--- src/rtl/spike_time_encoder_if.sv ---
// spike_time_encoder_if
//   Input handshake bundle of the spike time encoder: one vector of per-synapse
//   spike times with a valid/ready pair.
//
//   Handshake: a vector moves from master to slave on a rising clock edge where
//   times_valid && times_ready are both high. The master may hold times_valid
//   high while times_ready is low; the vector then waits and is not consumed.
//   times_in only matters on the transfer edge.
//
//   Signals
//     times_in     master -> slave  [NUM_SPIKES][TBITS] spike time per input
//     times_valid  master -> slave  times_in holds a vector to transfer
//     times_ready  slave  -> master slave can take a vector on this edge
interface spike_time_encoder_if #(
    parameter int NUM_SPIKES = 8,
    parameter int TBITS      = 4
);
    logic [NUM_SPIKES-1:0][TBITS-1:0] times_in;
    logic                             times_valid;
    logic                             times_ready;

    modport master (
        output times_in,
        output times_valid,
        input  times_ready
    );

    modport slave (
        input  times_in,
        input  times_valid,
        output times_ready
    );
endinterface

--- src/rtl/spike_time_encoder.sv ---
// spike_time_encoder
//   Upstream stage of the neuron. Accepts one vector of spike times (one per
//   synapse) and replays it as a temporal spike train over one gamma cycle of
//   GAMMA_LEN steps, followed by GAP_LEN rest cycles that clear the neuron.
//   A one-entry pending buffer lets the next vector load without a bubble.
//
//   Parameters
//     NUM_SPIKES  number of synaptic inputs
//     TBITS       width of one spike time (default: wmax = 7 -> 4 bits)
//     GAMMA_LEN   steps per gamma, 1 .. 2**TBITS-1
//     GAP_LEN     rest cycles after each gamma, 0 = no rest
//     STICKY      0: one-cycle spike pulse, 1: hold from spike time to gamma end
//
//   Ports
//     clk          clock, all state on the rising edge
//     rst          asynchronous active-high reset
//     times_bus    slave side of the spike time handshake
//     spikes_out   [NUM_SPIKES] spike train, feeds the neuron spikes_in
//     step         time step within the gamma, 0 outside RUN
//     gamma_start  high during step 0 of each gamma
//     gamma_done   high during step GAMMA_LEN-1 of each gamma
//     gamma_rst    high during every rest cycle
//     busy         FSM is not IDLE
//     fsm_state    FSM state for observation (0 IDLE, 1 RUN, 2 REST)
module spike_time_encoder #(
    parameter int NUM_SPIKES = 8,
    parameter int TBITS      = 4,
    parameter int GAMMA_LEN  = 8,
    parameter int GAP_LEN    = 1,
    parameter int STICKY     = 0
) (
    input  logic                  clk,
    input  logic                  rst,
    spike_time_encoder_if.slave   times_bus,
    output logic [NUM_SPIKES-1:0] spikes_out,
    output logic [TBITS-1:0]      step,
    output logic                  gamma_start,
    output logic                  gamma_done,
    output logic                  gamma_rst,
    output logic                  busy,
    output logic [1:0]            fsm_state
);

    typedef enum logic [1:0] {
        IDLE = 2'd0,
        RUN  = 2'd1,
        REST = 2'd2
    } state_t;

    // The gap counter only ever counts up to GAP_LEN-1, so it never wraps.
    localparam int GAP_W = (GAP_LEN > 1) ? $clog2(GAP_LEN) : 1;
    localparam logic [GAP_W-1:0] GAP_LAST  = GAP_W'((GAP_LEN > 0) ? GAP_LEN - 1 : 0);
    localparam logic [TBITS-1:0] STEP_LAST = TBITS'(GAMMA_LEN - 1);
    localparam logic [TBITS-1:0] GAMMA_END = TBITS'(GAMMA_LEN);

    state_t                           state;
    logic [TBITS-1:0]                 step_q;
    logic [GAP_W-1:0]                 gap_cnt;
    logic [NUM_SPIKES-1:0][TBITS-1:0] active;
    logic [NUM_SPIKES-1:0][TBITS-1:0] pending;
    logic                             pending_valid;
    logic                             accept;
    logic                             load;

    assign times_bus.times_ready = !pending_valid;
    assign accept = times_bus.times_valid && !pending_valid;

    // load: pending moves into active and a new gamma starts at step 0.
    always_comb begin
        load = 1'b0;
        case (state)
            IDLE:    load = pending_valid;
            RUN:     load = (GAP_LEN == 0) && (step_q == STEP_LAST) && pending_valid;
            REST:    load = (gap_cnt == GAP_LAST) && pending_valid;
            default: load = 1'b0;
        endcase
    end

    always_ff @(posedge clk or posedge rst) begin
        if (rst) begin
            state         <= IDLE;
            step_q        <= '0;
            gap_cnt       <= '0;
            active        <= '1;
            pending       <= '1;
            pending_valid <= 1'b0;
        end else begin
            // accept and load are mutually exclusive (accept needs an empty
            // buffer, load a full one); the ordering keeps a full buffer full
            // should both ever coincide.
            if (accept) begin
                pending       <= times_bus.times_in;
                pending_valid <= 1'b1;
            end else if (load) begin
                pending_valid <= 1'b0;
            end

            if (load) begin
                active <= pending;
                state  <= RUN;
                step_q <= '0;
            end else begin
                case (state)
                    IDLE: begin
                    end
                    RUN: begin
                        if (step_q == STEP_LAST) begin
                            step_q  <= '0;
                            gap_cnt <= '0;
                            state   <= (GAP_LEN > 0) ? REST : IDLE;
                        end else begin
                            step_q <= step_q + 1'b1;
                        end
                    end
                    REST: begin
                        if (gap_cnt == GAP_LAST) begin
                            state <= IDLE;
                        end else begin
                            gap_cnt <= gap_cnt + 1'b1;
                        end
                    end
                    default: state <= IDLE;
                endcase
            end
        end
    end

    // Spike decode from registered state only; times beyond the gamma never
    // match because step stops at GAMMA_LEN-1.
    always_comb begin
        spikes_out = '0;
        if (state == RUN) begin
            for (int i = 0; i < NUM_SPIKES; i++) begin
                if (STICKY != 0) begin
                    spikes_out[i] = (active[i] <= step_q) && (active[i] < GAMMA_END);
                end else begin
                    spikes_out[i] = (active[i] == step_q);
                end
            end
        end
    end

    assign step        = (state == RUN) ? step_q : '0;
    assign gamma_start = (state == RUN) && (step_q == '0);
    assign gamma_done  = (state == RUN) && (step_q == STEP_LAST);
    assign gamma_rst   = (state == REST);
    assign busy        = (state != IDLE);
    assign fsm_state   = state;

endmodule
--- src/flat_wrapper.sv ---
// flat-port wrapper written by rule: the top's interface ports become plain ports
module spike_time_encoder_flat 
#(
    parameter int NUM_SPIKES = 8,
    parameter int TBITS      = 4,
    parameter int GAMMA_LEN  = 8,
    parameter int GAP_LEN    = 1,
    parameter int STICKY     = 0
)
  (clk, rst, spikes_out, step, gamma_start, gamma_done, gamma_rst, busy, fsm_state, times_bus_times_in, times_bus_times_valid, times_bus_times_ready);
  spike_time_encoder_if #(.NUM_SPIKES(NUM_SPIKES), .TBITS(TBITS)) times_bus_i ();
  input  logic clk;
  input  logic rst;
  output logic [NUM_SPIKES-1:0] spikes_out;
  output logic [TBITS-1:0] step;
  output logic gamma_start;
  output logic gamma_done;
  output logic gamma_rst;
  output logic busy;
  output logic [1:0] fsm_state;
  input wire logic [$bits(times_bus_i.times_in)-1:0] times_bus_times_in;
  input wire logic [$bits(times_bus_i.times_valid)-1:0] times_bus_times_valid;
  output wire logic [$bits(times_bus_i.times_ready)-1:0] times_bus_times_ready;
  assign times_bus_i.times_in = times_bus_times_in;
  assign times_bus_i.times_valid = times_bus_times_valid;
  assign times_bus_times_ready = times_bus_i.times_ready;
  spike_time_encoder #(.NUM_SPIKES(NUM_SPIKES), .TBITS(TBITS), .GAMMA_LEN(GAMMA_LEN), .GAP_LEN(GAP_LEN), .STICKY(STICKY)) u_core (.clk(clk), .rst(rst), .times_bus(times_bus_i), .spikes_out(spikes_out), .step(step), .gamma_start(gamma_start), .gamma_done(gamma_done), .gamma_rst(gamma_rst), .busy(busy), .fsm_state(fsm_state));
endmodule
--- config.mk ---
export PLATFORM = sky130hd
export DESIGN_NAME = spike_time_encoder_flat
export DESIGN_NICKNAME = d
export VERILOG_FILES = /design/src/rtl/spike_time_encoder_if.sv /design/src/rtl/spike_time_encoder.sv /design/src/flat_wrapper.sv
export SDC_FILE = /design/constraint.sdc
export NUM_CORES = 1
export LEC_CHECK = 0
export ABC_AREA = 1
export ABC_CLOCK_PERIOD_IN_PS = 2250
export CAP_MARGIN = 30
export CELL_PAD_IN_SITES_DETAIL_PLACEMENT = 2
export CELL_PAD_IN_SITES_GLOBAL_PLACEMENT = 2
export CORE_AREA = 2 2 114 116
export DETAILED_ROUTE_END_ITERATION = 10
export DIE_AREA = 0 0 116 118
export PLACE_DENSITY = 0.86
export SLEW_MARGIN = 0
export SYNTH_ARGS = -nofsm -noshare
export SYNTH_HDL_FRONTEND = slang
export SYNTH_SLANG_ARGS = --single-unit
--- constraint.sdc ---
create_clock -name clk -period 2.25 [get_ports clk]
set_input_delay 0.45 -clock clk [delete_from_list [all_inputs] [get_ports clk]]
set_output_delay 0.45 -clock clk [all_outputs]
set_load 0.1 [all_outputs]
======== Word level (Yosys, flattened, before mapping) ========
Cells that the tools add are included.
storage, ports and cells
  flip-flop bits (word level) ............. 72
  word-level logic and storage cells ...... 67
  output and inout bits ................... 19
  input bits .............................. 35
cells by class
  mux-type cells .......................... 15
  reduce and logical (&&, ||, !) cells .... 13
  bitwise gates (word level) .............. 2
  $add $sub $neg .......................... 2
  equality and inequality tests ........... 15
operators by type and width
  kind                   number
  $eq A4 B4 Y1           8
  $mux W4                4
  $mux W8                1
  $reduce_bool A2 Y1     4
  $mux W2                3
  $pmux W2 S3            1
  $reduce_and A3 Y1      2
  $add A4 B1 Y4 const B  1
  $eq A4 B3 Y1 const B   1
  $logic_and A1 B1 Y1    4
  $logic_not A4 Y1       1
  $mux W1                4
  $ne A2 B1 Y1 const B   2
  $pmux W1 S2            2
  $ne A3 B1 Y1 const B   1
  $ne A3 B3 Y1 const B   1
  $eq A2 B1 Y1 const B   1
  $eq A2 B2 Y1 const B   1
  $logic_not A2 Y1       1
  $not A1 Y1             2
  $add A1 B1 Y1 const B  1
  $logic_not A1 Y1       1

======== Logic depth before layout (Yosys ltp) ========
Gate-level depths: netlist of run 1.
  depth after elaboration ................. 5
  gate-level depth with buffers ........... 8
  gate-level depth less buffers ........... 7

======== Worst setup path after synthesis of run 1 ========
OpenSTA, ideal clock, no wires.
  path kind ............................... flip-flop to output port
  start ................................... register u_core.state[0], in the netlist u_core.fsm_state[0]
  end ..................................... output port spikes_out[3]
  data arrival time ....................... 2,718 ps
  stages on the path, launching flop included .. 6
  setup slack ............................. -918 ps
  cell sequence ........................... dfrtp_1 -> nand2_1 -> buf_2 -> inv_1 -> nand4_1 -> nor2_1
between the ends
  longest elaborated chain between the ends .. 2
ends and longest elaborated chain
  what                      line                       source
  start: declaration        spike_time_encoder.sv:56   state_t state;
  start signal: assignment  spike_time_encoder.sv:110  state <= (GAP_LEN > 0) ? REST : IDLE;
  $eq A2 B1 Y1              spike_time_encoder.sv:132  if (state == RUN) begin
  $mux W8                   spike_time_encoder.sv:132
  end: declaration          flat_wrapper.sv:14         output logic [NUM_SPIKES-1:0] spikes_out;
Every way passes these cells.

======== Worst setup path in the final report of run 1 ========
  start ................................... register u_core.step_q[1]
  end ..................................... output port gamma_start
between the ends
  longest elaborated chain between the ends .. 2
ends and longest elaborated chain
  what                      line                       source
  start: declaration        spike_time_encoder.sv:57   logic [TBITS-1:0] step_q;
  start signal: assignment  spike_time_encoder.sv:112  step_q <= step_q + 1'b1;
  $logic_not A4 Y1          spike_time_encoder.sv:144  assign gamma_start = (state == RUN) && (step_q == '0);
  $logic_and A1 B1 Y1       spike_time_encoder.sv:144
  end: declaration          flat_wrapper.sv:16         output logic gamma_start;
Every way passes these cells.

==> results of run 1 <==
## layer usage
| metal | global-route usage | vias to the layer above | part of all wire | routed length (um) |
|---|---|---|---|---|
| met5 | 0 | - | 0 | 0 |
| met4 | 0.0618 | 0 | 0.021 | 227 |
| met3 | 0.0294 | 17 | 0.033 | 350 |
| met2 | 0.296 | 63 | 0.51 | 5520 |
| met1 | 0.210 | 1527 | 0.43 | 4630 |
| li1 | - | 1462 | - | - |
## final timing paths
| path | slack (ns) | end | depth (start not counted) | start |
|---|---|---|---|---|
| min | 0.46 | u_core.pending[5] | 2 | u_core.pending[5] |
| max | 0.07 | gamma_start | 5 | u_core.step_q[1] |
| min in group asynchronous | 0.52 | u_core.step_q[2] | 3 | rst |
| min reg2reg | 0.46 | u_core.pending[5] | 2 | u_core.pending[5] |
| max reg2reg | 0.70 | u_core.pending[25] | 4 | u_core.pending_valid |
| max in group asynchronous | 1.40 | u_core.active[18] | 3 | rst |
## layout by cell type (no fill, tap or decap), types with 4 or more instances in the layout
| cell | instances |
|---|---|
| dfrtp_1 | 5 |
| nor2_2 | 8 |
| clkdlybuf4s50_1 | 34 |
| dfstp_2 | 64 |
| clkbuf_16 | 9 |
| nand3_1 | 31 |
| buf_12 | 17 |
| a21oi_2 | 19 |
| nand2_1 | 135 |
| inv_1 | 46 |
| inv_2 | 7 |
| nor2_1 | 40 |
| buf_4 | 12 |
| o21ai_1 | 10 |
| o21ai_0 | 4 |
| nand4_1 | 8 |
| a21oi_1 | 16 |
| nor2_4 | 14 |
## where the power goes
group / internal [W] / total (W) / switching [W]
Sequential: 0.00232 / 0.00274 / 0.000429
Combinational: 0.00142 / 0.00446 / 0.00304
Clock: 0.000858 / 0.00141 / 0.000549
Total: 0.00460 / 0.00861 / 0.00401
## cell type report
class	count	area (sq um)	area share
sequential	71	1860	0.387
clock buffer	11	233	0.0485
timing repair buffer	64	782	0.163
clock inverter	5	58.8	0.0122
tap	172	215	0.0448
inverter	53	199	0.0414
multi-input combinational	292	1460	0.303
## repair_timing
action | 4_1_cts | 5_1_grt
endpoints found under the setup margin | 2 | 3
pin swaps | 0 | 0
resized for setup | 1 | 5
## cells in the mapped netlist (all sizes together)
master / instances
a21oi: 35
buf: 23
dfrtp: 7
dfstp: 64
ha: 2
inv: 53
nand2: 138
nand3: 31
nand4: 8
nor2: 62
o211ai: 1
o21ai: 14
xnor2: 1
## stage by stage
step | TNS [ns] | power (W) | cell area [sq um]
finish | 0 | 0.00861 | 4800
global placement | 0 | 0.00692 | 4500
floorplan | -0.0802 | 0.00581 | 3680
detailed placement | 0 | 0.00715 | 4500
global route | -0.0136 | 0.00920 | 4800
CTS | 0 | 0.00870 | 4790
## worst max-delay path, cell delays in order, from the launching register on
cell and delay (ns):
dfrtp_1 0.38, inv_1 0.32, ha_1 0.23, nand3_1 0.13
nor2_4 0.15, buf_12 0.18
## flip-flops by register name, indices dropped and copies added (netlist names)
name	cells
u_core.step_q	4
u_core.pending	32
u_core.active	32
u_core.fsm_state	2
u_core.pending_valid	1
## logic make-up after synthesis
| group | count (synthesis) |
|---|---|
| and+or+nand+nor | 239 |
| xor gates and xnor gates | 1 |
| AOI/OAI and AO/OA | 50 |
| adders and majority gates | 2 |
| DFF | 71 |
| buffers and inverters | 76 |
==> impl_metrics.env, run 1 <==
export IMPL_status="finished clean"
export IMPL_finalNonFillerCells=668
export IMPL_final_core_utilization=0.387
export IMPL_ir_drop_mv=0.657
export IMPL_detail_route_antenna_nets=0
export IMPL_ys_warn_count=0
export IMPL_cts_setup_buffers=0
export IMPL_report_final_setup_viol=0
export IMPL_die_area_sq_mm=0.0137
export IMPL_holdBufCountCts=0
export IMPL_rsz0062_at_grt="yes"
export IMPL_fmax_mhz=459
export IMPL_grt_overflow=0
export IMPL_cp_arrival_ns=1.73
export IMPL_min_period_over_period=0.967
export IMPL_dp_slack_ns=0.336
export IMPL_synth_cell_types=21
export IMPL_setup_ws_ns=0.0731
export IMPL_area_growth_pct=34.6
export IMPL_startpoint_type="flip-flop"
export IMPL_yosysTopAreaCell="dfstp_2"
export IMPL_grt_pass1_wl_um=18000
export IMPL_root_buffer="clkbuf_16"
export IMPL_dpl_cell_count=652
export IMPL_hold_class="reg2reg"
export IMPL_final_nets=528
export IMPL_synth_area_leaders="dfstp_2 47%, nand2_1 14%, nor2_1 5.9%, inv_1 5.2%, dfrtp_1 4.9%"
export IMPL_viasPerCell=4.59
export IMPL_synth_area_mux_share=0
export IMPL_avgSynthCellArea_sq_um=8.13
export IMPL_hpwl_um=7430
export IMPL_initial_core_util=0.287
export IMPL_power_density_mw_per_mm2=1790
export IMPL_seq_area_frac_synth=0.520
export IMPL_synth_nets=476
export IMPL_path_clk_slew_ns=0.06
export IMPL_globalplace_congestion=0.855
export IMPL_n_antenna_cell=0
export IMPL_cp_end_kind="output port"
export IMPL_synth_top_family_by_area="simple AND/OR/NAND/NOR gates"
export IMPL_timing_final_crit_period_ns=2.18
export IMPL_setup_worst_path_class="reg2out"
export IMPL_finalHoldWorstSlack_ns=0.465
export IMPL_tritoncts="yes"
export IMPL_ys_ff_latch=71
export IMPL_synth_top_area_frac=0.471
export IMPL_slew_headroom=0.660
export IMPL_grt_max_degree=72
export IMPL_worstMarginPinSlew_ns=0.510
export IMPL_synth_compound_area_share=0.0908
export IMPL_synth_fa_ha_area_frac=0.00701
export IMPL_wl_per_cell_um=16.1
export IMPL_clock_path_buffers=2
export IMPL_clock_latency_ns=0.34
export IMPL_ios=54
export IMPL_grt_usage=0.171
export IMPL_slew_violations=0
export IMPL_via_count=3069
export IMPL_drt_iter0_markers=119
export IMPL_io_buffers=53
export IMPL_remaining_drc_errors=0
export IMPL_firstDrtPassIters=4
export IMPL_maxCapViolations=0
export IMPL_clock_skew_ns=0.00651
export IMPL_num_rows=41
export IMPL_cts_sinks=71
export IMPL_syn_inst=439
export IMPL_first_global_vias=3488
export IMPL_synth_area_sq_mm=0.00357
export IMPL_fp_dieH_um=118
export IMPL_numCtsBuffers=9
export IMPL_leakage_nw=2.23
export IMPL_antenna_found_initial=0
export IMPL_synthXorXnorAreaFrac=0.00245
export IMPL_finalHoldViolations=0
export IMPL_cp_data_required_time_ns=1.80
export IMPL_htree_levels=3
export IMPL_dieWidth_um=116
export IMPL_path_max_fanout=9
export IMPL_routed_wl_um=10700
export IMPL_synth_simple_area_share=0.275
export IMPL_drive_above_1_share=0.325
export IMPL_fillCellCount=1404
export IMPL_core_sq_mm=0.0124
Note: power is estimated with default switching activity, not from simulation.
==> run 2: changes to the inputs <==
--- a/config.mk
+++ b/config.mk
@@ -13,6 +13,7 @@
 export CORE_AREA = 2 2 114 116
 export DETAILED_ROUTE_END_ITERATION = 10
 export DIE_AREA = 0 0 116 118
+export GPL_ROUTABILITY_DRIVEN = 0
 export PLACE_DENSITY = 0.86
 export SLEW_MARGIN = 0
 export SYNTH_ARGS = -nofsm -noshare
==> results of run 2 <==
The final DEF is identical to that of run 1; final timing and power are the same.
==> run 3: changes to the inputs <==
--- a/config.mk
+++ b/config.mk
@@ -14,6 +14,8 @@
 export DETAILED_ROUTE_END_ITERATION = 10
 export DIE_AREA = 0 0 116 118
 export GPL_ROUTABILITY_DRIVEN = 0
+export GPL_TIMING_DRIVEN = 0
+export HOLD_SLACK_MARGIN = 0.03
 export PLACE_DENSITY = 0.86
 export SLEW_MARGIN = 0
 export SYNTH_ARGS = -nofsm -noshare
==> run 3 against run 2 <==
Die area did not move; non-clock buffer count rose by 14; via count rose by 2.8%; flip-flop and latch count did not move; clock power fell by 9%; critical path depth fell by 2; routed wire length rose by 7.6%; first-iteration DRC count fell by 46%; sequential share of layout area rose by 0.67 points; worst hold slack got worse by 0.0014 ns; register-to-register slack improved by 0.24 ns; worst setup slack got worse by 0.0055 ns.
==> impl_metrics.env, run 3 (synthesis results as in run 1) <==
export IMPL_final_common_cell="nand2_1"
export IMPL_place_area_sq_mm=0.00443
export IMPL_routed_wl_um=11600
export IMPL_grt_max_degree=72
export IMPL_clkPwrFrac=0.153
export IMPL_clock_latency_ns=0.35
export IMPL_p_seq_frac=0.326
export IMPL_via_count=3154
export IMPL_report_final_setup_viol=0
export IMPL_die_area_sq_mm=0.0137
export IMPL_tns_ns=0
export IMPL_tritoncts="yes"
export IMPL_power_density_mw_per_mm2=1780
export IMPL_detail_route_antenna_nets=0
export IMPL_multi_input_comb_area_sq_mm=0.00145
export IMPL_grt_pass1_wl_um=19200
export IMPL_cp_arrival_ns=1.73
export IMPL_worstMarginPinSlew_ns=0.955
export IMPL_drive_above_1_share=0.333
export IMPL_antenna_found_initial=0
export IMPL_r2r_start="u_core.step_q[0]"
export IMPL_timing_final_crit_period_ns=2.18
export IMPL_hpwl_um=7920
export IMPL_slew_headroom=0.366
export IMPL_wl_per_cell_um=16.9
export IMPL_startpoint_type="flip-flop"
export IMPL_hold_class="reg2reg"
export IMPL_numCtsBuffers=9
export IMPL_leakage_nw=2.24
export IMPL_io_buffers=53
export IMPL_fp_dieH_um=118
export IMPL_cts_sinks=71
export IMPL_fin_area_sq_mm=0.00472
export IMPL_r2r_end="u_core.step_q[0]"
export IMPL_cp_end_kind="output port"
export IMPL_power_frac_comb=0.521
export IMPL_min_period_over_period=0.970
export IMPL_regToRegSetupSlack_ns=0.94
export IMPL_remaining_drc_errors=0
export IMPL_most_common_layout_cells="136 x nand2_1, 64 x dfstp_2, 46 x inv_1"
export IMPL_setup_ws_ns=0.0676
export IMPL_area_growth_pct=32.4
export IMPL_firstDrtPassIters=4
export IMPL_n_antenna_cell=0
export IMPL_fillCellCount=1429
export IMPL_path_max_fanout=6
export IMPL_final_nets=542
export IMPL_fmax_mhz=458
export IMPL_ios=54
export IMPL_switching_share=0.483
export IMPL_setup_worst_path_class="reg2out"
export IMPL_finalHoldViolations=0
export IMPL_rr_worst_depth=6
export IMPL_cp_data_required_time_ns=1.80
export IMPL_hp_start="u_core.pending[17]"
export IMPL_num_rows=41
export IMPL_reg_top3="u_core.active: 32 flops, u_core.pending: 32 flops, u_core.step_q: 4 flops"
export IMPL_min_to="u_core.pending[17]"
export IMPL_switching_power_w=0.00407
export IMPL_root_buffer="clkbuf_16"
export IMPL_grt_usage=0.186
export IMPL_viasPerCell=4.62
export IMPL_grt_overflow=0
export IMPL_htree_levels=3
export IMPL_maxCapViolations=0
export IMPL_p_int_w=0.00435
export IMPL_first_global_vias=3543
export IMPL_path_clk_slew_ns=0.06
export IMPL_final_core_utilization=0.381
export IMPL_register_area_sq_mm=0.00186
export IMPL_dp_slack_ns=-0.544
export IMPL_core_sq_mm=0.0124
export IMPL_ir_drop_mv=0.745
export IMPL_clock_skew_ns=0.0116
export IMPL_initial_core_util=0.287
export IMPL_clock_path_buffers=2
export IMPL_hold_depth=2
export IMPL_rsz0062_at_grt="no"
export IMPL_slew_violations=0
export IMPL_drt_iter0_markers=64
export IMPL_dieWidth_um=116
export IMPL_status="finished clean"
[run 3: cell count changes in the layout (fill, tap and decap cells not counted), sizes merged]
cell / before / now
clkdlybuf4s15: 0 / 1
clkinvlp: 2 / 1
buf: 30 / 40
clkbuf: 11 / 12
dlygate4sd2: 0 / 3
clkinv: 2 / 3
bufinv: 1 / 0
[run 3: worst max path at each step]
stage / start / end / slack [ns] / depth (start not counted)
after floorplan: rst / u_core.fsm_state[0] / -0.04 / 1
after global placement: rst / u_core.fsm_state[1] / -1.31 / 2
after detailed placement: u_core.step_q[1] / gamma_start / -0.54 / 6
after CTS: u_core.fsm_state[1] / spikes_out[4] / 0.006 / 7
after global routing: u_core.fsm_state[0] / busy / 0.0003 / 3
final: u_core.fsm_state[0] / busy / 0.07 / 3
[run 3: layout make-up]
| class | instances | area share |
|---|---|---|
| plain buffers | 23 | 0.0395 |
| inverters | 53 | 0.0426 |
| flip-flops and latches | 71 | 0.394 |
| clock buffers | 12 | 0.0501 |
| clock inverters | 4 | 0.00477 |
| repair buffers | 55 | 0.117 |
| multi-input cells | 292 | 0.307 |
| well taps | 172 | 0.0456 |
[run 3: critical path: stages (launching register included)]
cell             delay (ns)
dfrtp_2                0.40
inv_2                  0.10
nand2_1                0.08
clkdlybuf4s15_1        0.81
[run 3: layer usage]
layer	routed length, um	global-route usage	part of all wire	up-vias
li1	-	-	-	1489
met3	359	0.0396	0.031	14
met4	200	0.0640	0.017	0
met2	6060	0.320	0.52	56
met1	4930	0.229	0.43	1595
met5	0	0	0	-
[run 3: repair_timing]
item / 4_1_cts / 5_1_grt
hold buffers: 0 / 0
gates resized for setup: 99 / 15
pin swaps: 0 / 3
buffers inserted: 0 / 2
endpoints found under the setup margin: 19 / 12
[run 3: through the flow]
stage	cells	hold WS, ns	power (W)
detailed placement	664	0.457	0.00699
floorplan	439	0.442	0.00581
CTS	680	0.466	0.00842
global route	682	0.490	0.00902
global placement	664	0.455	0.00674
finish	682	0.463	0.00842
[run 3: power by group through the flow]
stage          clock [W]  combinational (W)  sequential, W
6_report         0.00129            0.00439        0.00274
5_1_grt          0.00138            0.00481        0.00284
4_1_cts          0.00133            0.00434        0.00275
3_5_place_dp           0            0.00424        0.00275
3_3_place_gp           0            0.00404        0.00270
2_1_floorplan          0            0.00315        0.00266
==> edit 1, RTL diff (flow settings as in run 1) <==
`STICKY` is set to 0 in 2 places; all go to 1. Comments in the files are not updated.
--- a/src/rtl/spike_time_encoder.sv
+++ b/src/rtl/spike_time_encoder.sv
@@ -27,7 +27,7 @@
     parameter int TBITS      = 4,
     parameter int GAMMA_LEN  = 8,
     parameter int GAP_LEN    = 1,
-    parameter int STICKY     = 0
+    parameter int STICKY     = 1
 ) (
     input  logic                  clk,
     input  logic                  rst,
--- a/src/flat_wrapper.sv
+++ b/src/flat_wrapper.sv
@@ -5,7 +5,7 @@
     parameter int TBITS      = 4,
     parameter int GAMMA_LEN  = 8,
     parameter int GAP_LEN    = 1,
-    parameter int STICKY     = 0
+    parameter int STICKY     = 1
 )
   (clk, rst, spikes_out, step, gamma_start, gamma_done, gamma_rst, busy, fsm_state, times_bus_times_in, times_bus_times_valid, times_bus_times_ready);
   spike_time_encoder_if #(.NUM_SPIKES(NUM_SPIKES), .TBITS(TBITS)) times_bus_i ();
Check against the original RTL: not equivalent (Yosys sat finds a counterexample within 4 cycles, from zero or initial values and one cycle with rst high).
==> edit 1 against run 1 <==
  * The flow now finishes with violations (negative setup slack)
  * Core utilization rose by 7.6 points
  * Area after synthesis is 7.7% higher
  * Sequential cell count unchanged
  * Critical endpoint is now spikes_out[7]
  * Wire length rose by 38%
  * Cell area increased by 20%
  * Setup slack got worse by 0.20 ns
Power is not shown: default switching activity piles up to over one toggle a cycle in this logic, so the estimate is an artifact.
==> edit 1: results (changes against run 1) <==
Register area share after synthesis: 48.3% (-3.7 points)
Drt initial violations: 134 (+13%)
GRT Total Usage: 19.3% (+2.3 points)
DR pass1 iterations: 5 (+1)
Share of cells above drive strength 1: 46.0% (+14 points)
Final nets: 590 (+12%)
Post-DP HPWL: 7990 um (+7.5%)
Failing checks: negative setup slack
Synth unique cells: 24 (+14%)
Dominant synthesized flop cell: dfstp_2
Total nets after synthesis: 515 (+8.2%)
Placement Cell Area: 4870 sq um (+8.4%)
Vias: 3394 (+11%)
Fillers: 1309 (-6.8%)
CP Max Fanout: 4 (-5)
Vias in the first global route: 3721 (+6.7%)
Clk Latency, worst-skew pair: 0.35 ns
Area contributors post-synth: dfstp_2, nand2_1, ha_1, nand3_1, inv_1
Synth cell count leaders: nand2_1, dfstp_2, inv_1
Clk_skew: 0.0123 ns (+0.00581 ns)
Least-Margin Pin Slew: 0.629 ns (+0.119 ns)
RePlAce Congestion: 0.719 (-16%)
Worst setup margin: -0.125 ns (-0.198 ns)
Max Buffers Root-to-Sink: 2 (unchanged)
First-pass GRT wire length: 19900 um (+11%)
Status: finished, violations left
Final Setup Violations: 8 (+8)
Hold Path Cell Cnt: 2 (unchanged)
EDFF count, synth: 0 (unchanged)
WP data arrival: 1.92 ns (+0.19 ns)
Routed wire length: 14800 um (+38%)
Pre-CTS setup slack: 0.148 ns (-0.188 ns)
# port buffers: 53 (unchanged)
Root Driver: clkbuf_16
[edit 1: changes by cell type after synthesis, moves of 4 or more]
cell     before  now
nand4_1       8    1
buf_2        10    6
nand3_1      31   45
nor2_1       56   21
inv_1        49   54
a21oi_2      19    8
ha_1          2   34
or2_1         0    4
a21oi_1      16   29
[edit 1: stage by stage]
stage / setup TNS [ns] / cells / hold WS (ns) / util (%)
floorplan: -0.145 / 446 / 0.442 / -
global placement: 0 / 666 / 0.455 / 39.3
detailed placement: 0 / 666 / 0.459 / 39.3
CTS: -0.455 / 691 / 0.467 / 44.1
global route: -1.29 / 698 / 0.491 / 46.3
finish: -0.701 / 698 / 0.467 / 46.3
[edit 1: area by class of cell]
class,instances,share of cell area (%)
Tap cell,172,3.75
Timing Repair Buffer,81,16.9
Clock buffer,10,3.99
Multi-Input combinational cell,301,38.4
Sequential cell,71,32.4
Clock inverter,6,0.784
Inverter,57,3.86
[edit 1: timing repair]
action	in CTS	in global routing
pin swaps	15	23
endpoints found under the setup margin	8	10
gates resized for setup	48	43
buffers inserted	8	7
hold buffers	0	0
cloned	1	0
[edit 1: path summary, 6_finish.rpt]
path | from | endpoint | slack (ns)
min in group asynchronous | rst | u_core.step_q[0] | 0.53
max in group asynchronous | rst | u_core.active[14] | 1.40
worst min register to register | u_core.pending[22] | u_core.pending[22] | 0.47
worst max-delay path | u_core.step_q[2] | spikes_out[7] | -0.12
worst min-delay path | u_core.pending[22] | u_core.pending[22] | 0.47
worst max register to register | u_core.pending_valid | u_core.pending[11] | 0.43
[edit 1: cell families after synthesis]
group	count (synthesis)	synth area share [%]
AO/OA/AOI/OAI	52	7.65
adder cells (fa/ha/maj)	34	11.1
buffers and inverters	74	9.05
flip-flops	71	48.3
AND/OR/NAND/NOR	215	23.9
[edit 1: worst max-delay path, delay by kind of cell, from the launching register on]
family,cells,cell delay [ns]
AO/OA/AOI/OAI,1,0.20
adder cells (fa/ha/maj),1,0.31
buffers and inverters,4,0.49
flip-flops,1,0.39
AND/OR/NAND/NOR,2,0.18
[edit 1: layer usage]
layer / vias to the layer above / track usage, % / routed length [um] / part of all wire [%]
li1: 1567 / - / - / -
met1: 1707 / 22.5 / 5790 / 39
met2: 84 / 35.4 / 7930 / 54
met3: 36 / 3.24 / 446 / 3.0
met4: 0 / 6.32 / 657 / 4.4
met5: - / 0 / 0 / 0
==> edit 2, RTL diff (settings of run 1) <==
Made on the original files. Make the reset (`rst`) synchronous in one clocked block. Comments in the files are not updated.
--- a/src/rtl/spike_time_encoder.sv
+++ b/src/rtl/spike_time_encoder.sv
@@ -76,7 +76,7 @@
         endcase
     end
 
-    always_ff @(posedge clk or posedge rst) begin
+    always_ff @(posedge clk) begin
         if (rst) begin
             state         <= IDLE;
             step_q        <= '0;
Formal check against the unedited RTL: differs if rst is asserted again (counterexample within 4 cycles, from zero or initial values and one cycle with rst high); with rst held inactive, the same outputs for 10 cycles.
==> edit 2 against run 1 <==
  * Setup slack improved by 0.024 ns
  * Hold slack improved by 0.012 ns
  * Area after synthesis fell by 13%
  * Cell area fell by 7.5%
  * Sequential cell count did not move
  * Final cell count fell by 2.7%
  * Register-to-register slack improved by 0.09 ns
  * Fmax rose by 1.1%
  * Wire length fell by 4.1%
Power is not compared: it rests on default switching activity, and its combinational part moved more than twofold at a synthesized area within 25%.
==> edit 2: results (changes against run 1) <==
Status: finished, final reports clean
Netlist Area Pre-Place: 3120 sq um (-13%)
GRT Total Usage: 16.1% (-0.98 points)
Register area share after synthesis: 45.6% (-6.4 points)
First-pass GRT wire length: 17100 um (-4.7%)
Adder-cell share of the synthesized area: 0.803% (+0.10 points)
Hold path start: u_core.pending[22]
Total nets after synthesis: 458 (-3.8%)
Routed wire length: 10300 um (-4.1%)
RePlAce Congestion: 0.767 (-10%)
Synth unique cells: 25 (+19%)
Setup bufs post-CTS: 5 (+5)
CP delay by family, top: buffers and inverters
Slew margin rel.: 67.4% (+1.4 points)
Clock buf/inv share: 8.56% (+2.5 points)
R2R Path Start: u_core.step_q[1]
Clk_skew: 0.00713 ns (+0.000623 ns)
Area grow syn2layout: 42.5%
Multi-input combinational area share: 34.0% (+3.7 points)
Fillers: 1437 (+2.4%)
Drt initial violations: 54 (-55%)
Synth cell count leaders: nand2_1, dfxtp_1, nand3_1
R2R Setup Slk: 0.79 ns (+0.09 ns)
Asr flop ratio synth: 0% (-100 points)
Seq_cells: 71 (unchanged)
Seq area share: 32.2% (-6.5 points)
CP Max Fanout: 11 (+2)
Final nets: 510 (-3.4%)
Vias in the first global route: 3257 (-6.6%)
Hold Path Sink: u_core.pending[22]
Multi-input gate count: 293 (+0.34%)
Post-Synth XOR/XNOR Area: 2.25% (+2.0 points)
Post-synthesis compound-gate area fraction: 9.76% (+0.67 points)
Post_cts resized: 4 (+3)
Inverters: 32 (-40%)
Slowest cell on the critical path: inv_1
-- edit 2: changes by cell type in the layout (fill, tap and decap cells not counted), sizes merged, moves of 5 or more --
cell and change:
a21oi -19, dfrtp -7, dfstp -64, dfxtp +71, inv -23, nand2 +18, nand3 +28, nand4 -7
nor2 -44, o211ai +16, o21ai -7, or2 +5, xnor2 +7
-- edit 2: metal layers --
metal	vias to the layer above	part of all wire, %	global-route usage, %
li1	1450	-	-
met1	1415	46	20.1
met2	57	49	26.7
met3	13	2.8	2.37
met4	0	2.3	7.89
met5	-	0	0
-- edit 2: stage by stage --
stage          util [%]  setup WS, ns  hold slack (ns)  std cells
6_report           35.8        0.0966            0.476        650
5_1_grt            35.8       0.00251            0.507        650
4_1_cts            35.7        0.0418            0.482        650
3_5_place_dp       32.2         0.297            0.463        629
3_3_place_gp       32.2         0.351            0.456        629
2_1_floorplan         -       -0.0979            0.439        421
